**src/rtl/bottle_rain.sv**
```systemverilog
// Multi-slot falling-object game element: N_OBJ independent objects spawned at
// pseudo-random X, falling at a level-dependent speed, with catch/miss tracking.
module bottle_rain #(
  parameter int unsigned N_OBJ         = 4,
  parameter int unsigned SIZE          = 16,
  parameter logic [11:0] ELEMENT_COLOR = 12'hFA0,
  parameter int unsigned X_RANGE       = 624,
  parameter int unsigned Y_MAX         = 464,
  parameter int unsigned DELAY         = 50000000,
  parameter int unsigned VY_INIT       = 2,
  parameter int unsigned VY_MAX        = 8,
  parameter int unsigned LEVEL_STEP    = 10,
  parameter logic [15:0] LFSR_SEED     = 16'hACE1
) (
  input  logic             clk,
  input  logic             reset,
  input  logic             pause,
  input  logic             frame_tick,
  input  logic [9:0]       x,
  input  logic [9:0]       y,
  input  logic             collision,
  output logic             print,
  output logic [11:0]      pixel,
  output logic [N_OBJ-1:0] active_mask,
  output logic [15:0]      caught,
  output logic [15:0]      missed,
  output logic [3:0]       level
);

  localparam int unsigned CNT_W  = (DELAY > 1) ? $clog2(DELAY) : 1;
  localparam int unsigned STEP_W = (LEVEL_STEP > 1) ? $clog2(LEVEL_STEP) : 1;

  typedef enum logic {
    S_IDLE,
    S_FALLING
  } slot_state_t;

  slot_state_t       state_q [N_OBJ];
  slot_state_t       state_d [N_OBJ];
  logic [9:0]        ox_q    [N_OBJ];
  logic [9:0]        ox_d    [N_OBJ];
  logic [9:0]        oy_q    [N_OBJ];
  logic [9:0]        oy_d    [N_OBJ];

  logic [CNT_W-1:0]  spawn_cnt_q, spawn_cnt_d;
  logic [15:0]       lfsr_q, lfsr_d;
  logic [15:0]       caught_q, caught_d;
  logic [15:0]       missed_q, missed_d;
  logic [3:0]        level_q, level_d;
  logic [STEP_W-1:0] step_cnt_q, step_cnt_d;

  logic [N_OBJ-1:0]  hit;
  logic [N_OBJ-1:0]  catch_vec;
  logic [N_OBJ-1:0]  spawn_vec;
  logic [N_OBJ-1:0]  miss_vec;
  logic              catch_en;
  logic              spawn_req;
  logic [9:0]        spawn_x;
  logic [10:0]       vy;
  logic [3:0]        n_miss;

  // Rendering from registered state only
  always_comb begin
    hit = '0;
    for (int unsigned i = 0; i < N_OBJ; i++) begin
      hit[i] = (state_q[i] == S_FALLING)
            && (x >= ox_q[i]) && ({1'b0, x} < ({1'b0, ox_q[i]} + 11'(SIZE)))
            && (y >= oy_q[i]) && ({1'b0, y} < ({1'b0, oy_q[i]} + 11'(SIZE)));
    end
  end

  assign print     = |hit;
  assign pixel     = print ? ELEMENT_COLOR : '0;
  assign catch_en  = collision & print & ~pause;
  assign spawn_req = ~pause && (spawn_cnt_q == CNT_W'(DELAY - 1));

  // Lowest-index hit takes the catch; lowest-index idle slot takes the spawn
  always_comb begin
    logic hit_found;
    logic idle_found;
    catch_vec  = '0;
    spawn_vec  = '0;
    hit_found  = 1'b0;
    idle_found = 1'b0;
    for (int unsigned i = 0; i < N_OBJ; i++) begin
      if (hit[i] && !hit_found) begin
        catch_vec[i] = catch_en;
        hit_found    = 1'b1;
      end
      if ((state_q[i] == S_IDLE) && !idle_found) begin
        spawn_vec[i] = spawn_req;
        idle_found   = 1'b1;
      end
    end
  end

  always_comb begin
    logic [10:0] raw_x;
    raw_x   = {1'b0, lfsr_q[9:0]};
    spawn_x = (raw_x < 11'(X_RANGE)) ? raw_x[9:0] : 10'(raw_x - 11'(X_RANGE));
  end

  always_comb begin
    logic [10:0] vy_raw;
    vy_raw = 11'(VY_INIT) + 11'(level_q);
    vy     = (vy_raw > 11'(VY_MAX)) ? 11'(VY_MAX) : vy_raw;
  end

  // A caught slot is freed before motion is considered, so catch beats miss
  always_comb begin
    logic [10:0] ny;
    miss_vec = '0;
    for (int unsigned i = 0; i < N_OBJ; i++) begin
      state_d[i] = state_q[i];
      ox_d[i]    = ox_q[i];
      oy_d[i]    = oy_q[i];
      ny         = {1'b0, oy_q[i]} + vy;
      if (!pause) begin
        if (state_q[i] == S_FALLING) begin
          if (catch_vec[i]) begin
            state_d[i] = S_IDLE;
          end else if (frame_tick) begin
            if (ny >= 11'(Y_MAX)) begin
              state_d[i]  = S_IDLE;
              miss_vec[i] = 1'b1;
            end else begin
              oy_d[i] = ny[9:0];
            end
          end
        end else if (spawn_vec[i]) begin
          state_d[i] = S_FALLING;
          ox_d[i]    = spawn_x;
          oy_d[i]    = '0;
        end
      end
    end
  end

  always_comb begin
    logic [16:0] miss_sum;
    lfsr_d      = lfsr_q;
    spawn_cnt_d = spawn_cnt_q;
    caught_d    = caught_q;
    level_d     = level_q;
    step_cnt_d  = step_cnt_q;
    n_miss      = '0;
    for (int unsigned i = 0; i < N_OBJ; i++) begin
      n_miss = n_miss + 4'(miss_vec[i]);
    end
    miss_sum = {1'b0, missed_q} + 17'(n_miss);
    missed_d = miss_sum[16] ? '1 : miss_sum[15:0];
    if (!pause) begin
      lfsr_d      = {lfsr_q[14:0], lfsr_q[15] ^ lfsr_q[13] ^ lfsr_q[12] ^ lfsr_q[10]};
      spawn_cnt_d = spawn_req ? '0 : spawn_cnt_q + CNT_W'(1);
    end
    // Level advances only on real catches, so a saturated caught stops levelling
    if (catch_en && (caught_q != '1)) begin
      caught_d = caught_q + 16'd1;
      if (step_cnt_q == STEP_W'(LEVEL_STEP - 1)) begin
        step_cnt_d = '0;
        if (level_q != '1) level_d = level_q + 4'd1;
      end else begin
        step_cnt_d = step_cnt_q + STEP_W'(1);
      end
    end
  end

  always_ff @(posedge clk) begin
    if (reset) begin
      for (int unsigned i = 0; i < N_OBJ; i++) begin
        state_q[i] <= S_IDLE;
        ox_q[i]    <= '0;
        oy_q[i]    <= '0;
      end
      spawn_cnt_q <= '0;
      lfsr_q      <= LFSR_SEED;
      caught_q    <= '0;
      missed_q    <= '0;
      level_q     <= '0;
      step_cnt_q  <= '0;
    end else begin
      for (int unsigned i = 0; i < N_OBJ; i++) begin
        state_q[i] <= state_d[i];
        ox_q[i]    <= ox_d[i];
        oy_q[i]    <= oy_d[i];
      end
      spawn_cnt_q <= spawn_cnt_d;
      lfsr_q      <= lfsr_d;
      caught_q    <= caught_d;
      missed_q    <= missed_d;
      level_q     <= level_d;
      step_cnt_q  <= step_cnt_d;
    end
  end

  always_comb begin
    active_mask = '0;
    for (int unsigned i = 0; i < N_OBJ; i++) begin
      active_mask[i] = (state_q[i] == S_FALLING);
    end
  end

  assign caught = caught_q;
  assign missed = missed_q;
  assign level  = level_q;

endmodule

```
**config.mk**
```make
export PLATFORM = sky130hd
export DESIGN_NAME = bottle_rain
export DESIGN_NICKNAME = d
export VERILOG_FILES = /design/src/rtl/bottle_rain.sv
export SDC_FILE = /design/constraint.sdc
export NUM_CORES = 1
export LEC_CHECK = 0
export ABC_AREA = 1
export BUFFER_PORTS_ARGS = -buffer_cell sky130_fd_sc_hd__buf_2
export CORE_UTILIZATION = 65
export DETAILED_ROUTE_END_ITERATION = 8
export GPL_ROUTABILITY_DRIVEN = 0
export PLACE_DENSITY = 0.93
export SLEW_MARGIN = 0
export SYNTH_ARGS = -nofsm -noshare
export SYNTH_HDL_FRONTEND = slang
export SYNTH_SLANG_ARGS = --single-unit
```
**constraint.sdc**
```tcl
create_clock -name clk -period 8.9 [get_ports clk]
set_input_delay 1.78 -clock clk [delete_from_list [all_inputs] [get_ports clk]]
set_output_delay 1.78 -clock clk [all_outputs]
set_load 0.1 [all_outputs]
```
==> metrics.txt, run 1 <==
# TYPE chip_impl_metric gauge
chip_impl_info{name="outcome",value="completed"} 1
chip_impl_metric{name="setup_total_negative_slack",unit="ns"} 0
chip_impl_metric{name="grt_pass1_wl",unit="um"} 58090
chip_impl_metric{name="worstMarginPinSlew",unit="ns"} 1.020
chip_impl_metric{name="globalRouteTotalUtil",unit=""} 0.3336
chip_impl_metric{name="placementRows",unit=""} 52
chip_impl_metric{name="maxSlewHeadroom",unit=""} 0.3149
chip_impl_metric{name="pre_cts_ws",unit="ns"} 2.447
chip_impl_metric{name="die_height",unit="um"} 145.2
chip_impl_metric{name="h-tree-depth",unit=""} 4
chip_impl_metric{name="power.static_leakage",unit="nW"} 6.473
chip_impl_metric{name="grt_max_degree",unit=""} 96
chip_impl_metric{name="timing.hold.worst_path_depth",unit=""} 2
chip_impl_metric{name="yosysUniqueCellTypes",unit=""} 53
chip_impl_metric{name="synth_enable_flop_cells",unit=""} 0
chip_impl_metric{name="min_period_over_period",unit=""} 0.7037
chip_impl_metric{name="iter_0_drt_violations",unit=""} 1184
chip_impl_metric{name="insertion_delay",unit="ns"} 0.45
chip_impl_metric{name="combinationalPowerShare",unit=""} 0.103
chip_impl_metric{name="globalRoute.totalOverflow",unit=""} 0
chip_impl_metric{name="cp_data_required_time",unit="ns"} 9.27
chip_impl_info{name="final_cell_mix",value="459 x sky130_fd_sc_hd__nand2_1, 268 x sky130_fd_sc_hd__inv_1, 223 x sky130_fd_sc_hd__nor2_1"} 1
chip_impl_metric{name="fin_hold_ws",unit="ns"} 0.4568
chip_impl_metric{name="firstDrtPassIters",unit=""} 5
chip_impl_metric{name="switching_share",unit=""} 0.2778
chip_impl_metric{name="initial_core_util",unit=""} 0.6610
chip_impl_info{name="setup.worst_path.start_class",value="input port"} 1
chip_impl_metric{name="cts.hold.buffers_added",unit=""} 0
chip_impl_metric{name="timing.max_cap.violations",unit=""} 0
chip_impl_metric{name="syn_to_final_growth",unit="%"} 7.733
chip_impl_info{name="grt_setup_unrepaired",value="false"} 1
chip_impl_metric{name="timing.fmax",unit="GHz"} 0.1597
chip_impl_metric{name="area_of_the_core",unit="sq um"} 20170
chip_impl_metric{name="worstPathArrival",unit="ns"} 6.63
chip_impl_metric{name="detailroute.via_count",unit=""} 13458
chip_impl_metric{name="crit_fanout",unit=""} 8
chip_impl_metric{name="netlist_area",unit="sq um"} 13330
chip_impl_metric{name="final_nets",unit=""} 2244
chip_impl_metric{name="first_global_vias",unit=""} 12693
chip_impl_metric{name="sequentialPowerShare",unit=""} 0.444
chip_impl_metric{name="postLayoutSetupSlackWorst",unit="ns"} 2.637
chip_impl_metric{name="postRouteAntennaNets",unit=""} 0
chip_impl_metric{name="ys_seq_area_frac",unit=""} 0.2492
chip_impl_metric{name="ctsLongestPathBuffers",unit=""} 2
chip_impl_metric{name="intPower",unit="mW"} 1.225
chip_impl_metric{name="reg2regPathDepth",unit=""} 29
chip_impl_metric{name="min_period",unit="ns"} 6.263
chip_impl_metric{name="die_width",unit="um"} 145.2
chip_impl_metric{name="cts.reportedPaths.clkPinSlew",unit="ns"} 0.07
chip_impl_info{name="crit_path_capture_type",value="flop"} 1
chip_impl_metric{name="diodes",unit=""} 0
chip_impl_metric{name="die_area",unit="sq um"} 21090
chip_impl_metric{name="drt-vias-per-instance",unit=""} 5.773
chip_impl_info{name="dominantRegCellSynth",value="sky130_fd_sc_hd__dfxtp_1"} 1
chip_impl_metric{name="share_of_final_layout_standard_cells_stronger_than_drive_strength_1",unit=""} 0.07860
chip_impl_metric{name="clockPowerShare",unit=""} 0.453
chip_impl_metric{name="setup_viol",unit=""} 0
chip_impl_metric{name="worst_clock_skew",unit="ns"} 0.01541
chip_impl_metric{name="final_design_utilization",unit=""} 0.7122
chip_impl_metric{name="design.portCount",unit=""} 78
chip_impl_metric{name="cts.sinks",unit=""} 166
chip_impl_metric{name="asyncSetResetFlopFracSynth",unit=""} 0
chip_impl_info{name="tritoncts",value="yes"} 1
chip_impl_metric{name="final-max-slew-violation-count",unit=""} 0
chip_impl_metric{name="synth_warnings",unit=""} 0
chip_impl_metric{name="synth-seq-cells",unit=""} 166
chip_impl_info{name="ctsRootBufferMaster",value="sky130_fd_sc_hd__clkbuf_16"} 1
chip_impl_metric{name="finalHoldViolations",unit=""} 0
chip_impl_metric{name="design_power_total",unit="mW"} 1.697
chip_impl_metric{name="detail_route.wirelength",unit="um"} 35230
chip_impl_metric{name="vdd_drop_max",unit="mV"} 0.1277
chip_impl_metric{name="netlist_instances",unit=""} 2005
chip_impl_metric{name="detail_route.drc_violations",unit=""} 0
chip_impl_info{name="min_path_type",value="flop to flop"} 1
chip_impl_metric{name="hpwl",unit="um"} 25300
chip_impl_metric{name="per_cell_routed_wire_length",unit="um"} 15.11
chip_impl_metric{name="grt_antenna_before_repair",unit=""} 0
chip_impl_metric{name="net-switching-power",unit="mW"} 0.4714
chip_impl_metric{name="cts.repair_timing.setup_buffer_count",unit=""} 0
chip_impl_metric{name="power_per_cell_area",unit="nW/um^2"} 118.1
chip_impl_metric{name="cts_buffers",unit=""} 17
chip_impl_info{name="final_common_cell",value="sky130_fd_sc_hd__nand2_1"} 1
chip_impl_info{name="critPathKind",value="input port to flop"} 1
chip_impl_metric{name="cts.repair.resized",unit=""} 0
chip_impl_metric{name="postSynthAreaPerCell",unit="sq um"} 6.650
chip_impl_metric{name="placement.io_buffers",unit=""} 71
[cells by family (layout without fill, tap and decap cells)]
logic type      after synthesis  in the layout  share of synthesized area
compound gates              310            310                     0.1290
xor+xnor                     66             66                    0.04336
fa+ha+maj                   170            170                     0.1612
buf+inv                     341            388                     0.1036
flops                       166            166                     0.2492
other cells                   1             10                  0.0002813
simple gates                951            951                     0.3133
[cell type report]
type / instances / area [sq um]
Clock inverter: 11 / 130.1
Fill cell: 1543 / 5806
Sequential cell: 166 / 3323
Clock buffer: 20 / 466.7
Tap cell: 270 / 337.8
Multi-Input combinational cell: 1507 / 8662
Timing Repair Buffer: 75 / 385.4
Inverter: 282 / 1059
[final timing paths]
path	from	endpoint	slack [ns]
worst max-delay path	x[4]	missed[7]	2.64
worst min-delay path	lfsr_q[14]	lfsr_q[15]	0.46
worst max register to register	level[1]	missed[7]	2.87
worst min register to register	lfsr_q[14]	lfsr_q[15]	0.46
[worst max-delay path, cell delays in order]
cell                       delay [ns]
sky130_fd_sc_hd__buf_2           0.16
sky130_fd_sc_hd__ha_1            0.35
sky130_fd_sc_hd__nand2_1         0.16
sky130_fd_sc_hd__inv_1           0.07
sky130_fd_sc_hd__nand2_1         0.06
sky130_fd_sc_hd__nand2_1         0.05
sky130_fd_sc_hd__nand2_1         0.06
sky130_fd_sc_hd__nand3_1         0.07
sky130_fd_sc_hd__nor2_1          0.33
sky130_fd_sc_hd__nor2_1          0.10
sky130_fd_sc_hd__nand3_1         0.18
sky130_fd_sc_hd__nand2_1         0.07
sky130_fd_sc_hd__inv_1           0.09
sky130_fd_sc_hd__nand2_1         0.18
sky130_fd_sc_hd__nand3_1         0.20
sky130_fd_sc_hd__nand3b_1        0.13
sky130_fd_sc_hd__fa_1            0.46
sky130_fd_sc_hd__inv_1           0.09
sky130_fd_sc_hd__fa_1            0.24
sky130_fd_sc_hd__fa_1            0.22
sky130_fd_sc_hd__nand2_1         0.06
sky130_fd_sc_hd__nor2_1          0.16
sky130_fd_sc_hd__nand2_1         0.09
sky130_fd_sc_hd__nor2_1          0.17
sky130_fd_sc_hd__nand3_1         0.18
sky130_fd_sc_hd__nor3_1          0.47
sky130_fd_sc_hd__inv_1           0.24
sky130_fd_sc_hd__a21oi_1         0.20
[state kept, by name, summed over array words and instances, names as in the netlist]
| signal | cells |
|---|---|
| step_cnt_q | 4 |
| spawn_cnt_q | 26 |
| oy_q | 40 |
| lfsr_q | 16 |
| level | 4 |
| ox_q | 40 |
| missed | 16 |
| state_q | 4 |
| caught | 16 |
[metrics by stage]
stage / instances / area (sq um)
after floorplan: 2014 / 13370
after global placement: 2300 / 13770
after detailed placement: 2300 / 13770
after CTS: 2331 / 14360
after global routing: 2331 / 14360
final: 2331 / 14360
[synthesized netlist by cell type (7+ instances only)]
cell type | count | area, sq um
sky130_fd_sc_hd__nand2_2 | 11 | 68.82
sky130_fd_sc_hd__nand4_1 | 31 | 193.9
sky130_fd_sc_hd__xor2_1 | 47 | 411.6
sky130_fd_sc_hd__ha_1 | 167 | 2090
sky130_fd_sc_hd__a21oi_1 | 170 | 850.8
sky130_fd_sc_hd__nand2_1 | 459 | 1723
sky130_fd_sc_hd__inv_2 | 12 | 45.04
sky130_fd_sc_hd__o21ai_0 | 81 | 405.4
sky130_fd_sc_hd__nor2_1 | 223 | 837.1
sky130_fd_sc_hd__o21a_1 | 8 | 60.06
sky130_fd_sc_hd__o21bai_1 | 7 | 52.55
sky130_fd_sc_hd__clkbuf_1 | 30 | 112.6
sky130_fd_sc_hd__xnor2_1 | 19 | 166.4
sky130_fd_sc_hd__nand3_1 | 132 | 660.6
sky130_fd_sc_hd__a211oi_1 | 11 | 82.58
sky130_fd_sc_hd__inv_1 | 269 | 1010
sky130_fd_sc_hd__buf_2 | 9 | 45.04
sky130_fd_sc_hd__nor4_1 | 11 | 68.82
sky130_fd_sc_hd__buf_4 | 16 | 120.1
sky130_fd_sc_hd__a21o_1 | 9 | 67.56
sky130_fd_sc_hd__nor3_1 | 36 | 180.2
sky130_fd_sc_hd__dfxtp_1 | 166 | 3323
sky130_fd_sc_hd__nand3b_1 | 16 | 120.1
[metal layers]
layer	global-route usage	up-vias	routed length [um]
met5	0	-	0
met4	0.1653	0	1479
met3	0.07107	127	3136
met2	0.5507	618	16140
met1	0.4109	6101	14470
li1	-	6612	-
[power by group through the flow]
stage                     Combinational (mW)  Clock [mW]  Sequential [mW]
after global placement                 0.159           0            0.771
after detailed placement               0.167           0            0.771
after floorplan                        0.121           0            0.770
final                                  0.174       0.768            0.754
after global routing                   0.194       0.802            0.754
after CTS                              0.170       0.766            0.754
Power figures use the tool's default switching activity.
==> inputs of run 2 (changes only) <==
Settings changed: CORE_UTILIZATION 65 to 63, PLACE_DENSITY 0.93 to 0.91.
Clock period 8.9 ns to 6.4 ns, I/O delays scaled along.
==> metrics.txt, run 2 (same netlist as run 1, synthesis figures left out) <==
# TYPE chip_impl_metric gauge
chip_impl_metric{name="vdd_drop_max",unit="mV"} 0.1576
chip_impl_metric{name="postRouteAntennaNets",unit=""} 0
chip_impl_metric{name="hpwl",unit="um"} 25500
chip_impl_metric{name="detail_route.wirelength",unit="um"} 35730
chip_impl_info{name="tritoncts",value="yes"} 1
chip_impl_metric{name="final_nets",unit=""} 2246
chip_impl_info{name="grt_setup_unrepaired",value="false"} 1
chip_impl_info{name="worst_path_max_delay_cell",value="sky130_fd_sc_hd__fa_1"} 1
chip_impl_info{name="largestRegisters",value="ox_q x40, oy_q x40, spawn_cnt_q x26"} 1
chip_impl_metric{name="min_period",unit="ns"} 5.662
chip_impl_metric{name="per_cell_routed_wire_length",unit="um"} 15.31
chip_impl_info{name="r2r-start",value="level[1]"} 1
chip_impl_info{name="timing.critical_path.from",value="level[1]"} 1
chip_impl_metric{name="syn_to_final_growth",unit="%"} 7.920
chip_impl_metric{name="ctsLongestPathBuffers",unit=""} 2
chip_impl_info{name="ctsRootBufferMaster",value="sky130_fd_sc_hd__clkbuf_16"} 1
chip_impl_metric{name="maxSlewHeadroom",unit=""} 0.2318
chip_impl_metric{name="power.static_leakage",unit="nW"} 6.487
chip_impl_info{name="crit_path_capture_type",value="flop"} 1
chip_impl_metric{name="design.portCount",unit=""} 78
chip_impl_metric{name="diodes",unit=""} 0
chip_impl_metric{name="globalRouteTotalUtil",unit=""} 0.3320
chip_impl_metric{name="switching_share",unit=""} 0.2857
chip_impl_metric{name="grt_pass1_wl",unit="um"} 59080
chip_impl_metric{name="finalHoldViolations",unit=""} 0
chip_impl_info{name="final_cell_mix",value="459 x sky130_fd_sc_hd__nand2_1, 268 x sky130_fd_sc_hd__inv_1, 223 x sky130_fd_sc_hd__nor2_1"} 1
chip_impl_metric{name="final_design_utilization",unit=""} 0.7021
chip_impl_metric{name="worstPathArrival",unit="ns"} 6.03
chip_impl_metric{name="cp_data_required_time",unit="ns"} 6.77
chip_impl_metric{name="placement.io_buffers",unit=""} 71
chip_impl_metric{name="h-tree-depth",unit=""} 4
chip_impl_metric{name="min_period_over_period",unit=""} 0.8847
chip_impl_info{name="crit_path_frequent_cell",value="sky130_fd_sc_hd__nand2_1"} 1
chip_impl_metric{name="detailroute.via_count",unit=""} 13521
chip_impl_metric{name="max_stage_delay",unit="ns"} 0.46
chip_impl_metric{name="clockPowerShare",unit=""} 0.450
chip_impl_info{name="final_common_cell",value="sky130_fd_sc_hd__nand2_1"} 1
chip_impl_metric{name="drt-vias-per-instance",unit=""} 5.793
chip_impl_metric{name="intPower",unit="mW"} 1.682
chip_impl_metric{name="cts.sinks",unit=""} 166
chip_impl_metric{name="grt_max_degree",unit=""} 80
chip_impl_metric{name="detail_route.drc_violations",unit=""} 0
chip_impl_metric{name="cts.reportedPaths.clkPinSlew",unit="ns"} 0.07
chip_impl_metric{name="firstDrtPassIters",unit=""} 6
chip_impl_metric{name="timing.fmax",unit="GHz"} 0.1766
chip_impl_metric{name="combinationalPowerShare",unit=""} 0.104
chip_impl_metric{name="die_area",unit="sq um"} 21750
chip_impl_info{name="critPathKind",value="flop to flop"} 1
chip_impl_metric{name="cts.repair_timing.setup_buffer_count",unit=""} 0
chip_impl_metric{name="sequentialPowerShare",unit=""} 0.445
chip_impl_metric{name="power_per_cell_area",unit="nW/um^2"} 163.6
chip_impl_metric{name="setup_viol",unit=""} 0
chip_impl_metric{name="initial_core_util",unit=""} 0.6505
chip_impl_metric{name="reg2reg_slack",unit="ns"} 0.74
chip_impl_metric{name="die_height",unit="um"} 147.5
chip_impl_metric{name="cts_buffers",unit=""} 17
chip_impl_metric{name="cts.hold.buffers_added",unit=""} 0
chip_impl_metric{name="cts.repair.resized",unit=""} 0
chip_impl_metric{name="setup_total_negative_slack",unit="ns"} 0
chip_impl_info{name="worstHoldStart",value="ox_q[0][2]"} 1
chip_impl_metric{name="placementRows",unit=""} 52
chip_impl_metric{name="iter_0_drt_violations",unit=""} 967
chip_impl_metric{name="insertion_delay",unit="ns"} 0.44
chip_impl_info{name="setup.worst_path.start_class",value="flop"} 1
chip_impl_metric{name="die_width",unit="um"} 147.5
chip_impl_metric{name="worst_clock_skew",unit="ns"} 0.01529
chip_impl_metric{name="crit_fanout",unit=""} 10
chip_impl_info{name="min_path_type",value="flop to flop"} 1
chip_impl_metric{name="first_global_vias",unit=""} 12798
chip_impl_info{name="outcome",value="completed"} 1
chip_impl_metric{name="grt_antenna_before_repair",unit=""} 0
chip_impl_metric{name="worstMarginPinSlew",unit="ns"} 1.143
chip_impl_metric{name="design_power_total",unit="mW"} 2.355
chip_impl_metric{name="final-max-slew-violation-count",unit=""} 0
chip_impl_metric{name="share_of_final_layout_standard_cells_stronger_than_drive_strength_1",unit=""} 0.07994
chip_impl_metric{name="area_of_the_core",unit="sq um"} 20490
chip_impl_metric{name="timing.max_cap.violations",unit=""} 0
chip_impl_metric{name="globalRoute.totalOverflow",unit=""} 0
chip_impl_metric{name="net-switching-power",unit="mW"} 0.6728
run 2: changes by cell type in the layout (fill, tap and decap cells not counted), sizes merged:
cell / change
buf: +2
clkinv: +4
clkbuf: -3
run 2: cell type report:
type,instances,area (sq um)
Clock buffer,17,425.4
Clock inverter,15,181.4
Fill cell,1612,6106
Inverter,282,1059
Multi-Input combinational cell,1507,8662
Sequential cell,166,3323
Tap cell,270,337.8
Timing Repair Buffer,77,400.4
run 2: layer usage:
metal | share of wire | wire [um] | up-vias | track usage
met2 | 0.46 | 16420 | 615 | 0.5535
li1 | - | - | 6640 | -
met3 | 0.084 | 2997 | 139 | 0.04907
met4 | 0.047 | 1682 | 0 | 0.1856
met5 | 0 | 0 | - | 0
met1 | 0.41 | 14630 | 6127 | 0.4106
run 2: worst paths after layout:
path | endpoint | depth (start not counted)
setup / recovery | missed[8] | 29
hold / removal | ox_q[0][2] | 2
setup reg to reg | missed[8] | 29
hold reg to reg | ox_q[0][2] | 2
run 2: worst max-delay path, delay by kind of cell, from the launching register on:
kind	cells	cell delay, ns
flip-flops	1	0.42
adder cells (fa/ha/maj)	4	1.35
AND/OR/NAND/NOR	18	2.57
AO/OA/AOI/OAI	2	0.51
buffers and inverters	5	0.74
run 2: through the flow:
step | area [sq um] | hold WS [ns] | std cells | setup WS, ns
floorplan | 13370 | 0.4296 | 2014 | 0.6083
global placement | 13780 | 0.4371 | 2302 | 0.7344
detailed placement | 13780 | 0.4525 | 2302 | 0.4808
CTS | 14390 | 0.4738 | 2334 | 0.8029
global route | 14390 | 0.5177 | 2334 | 0.1783
finish | 14390 | 0.4764 | 2334 | 0.7378
run 2: power by group through the flow:
stage / combinational [mW] / clock (mW) / sequential, mW
floorplan: 0.169 / 0 / 1.07
CTS: 0.240 / 1.06 / 1.05
global placement: 0.223 / 0 / 1.07
finish: 0.245 / 1.06 / 1.05
detailed placement: 0.233 / 0 / 1.07
global route: 0.272 / 1.11 / 1.05
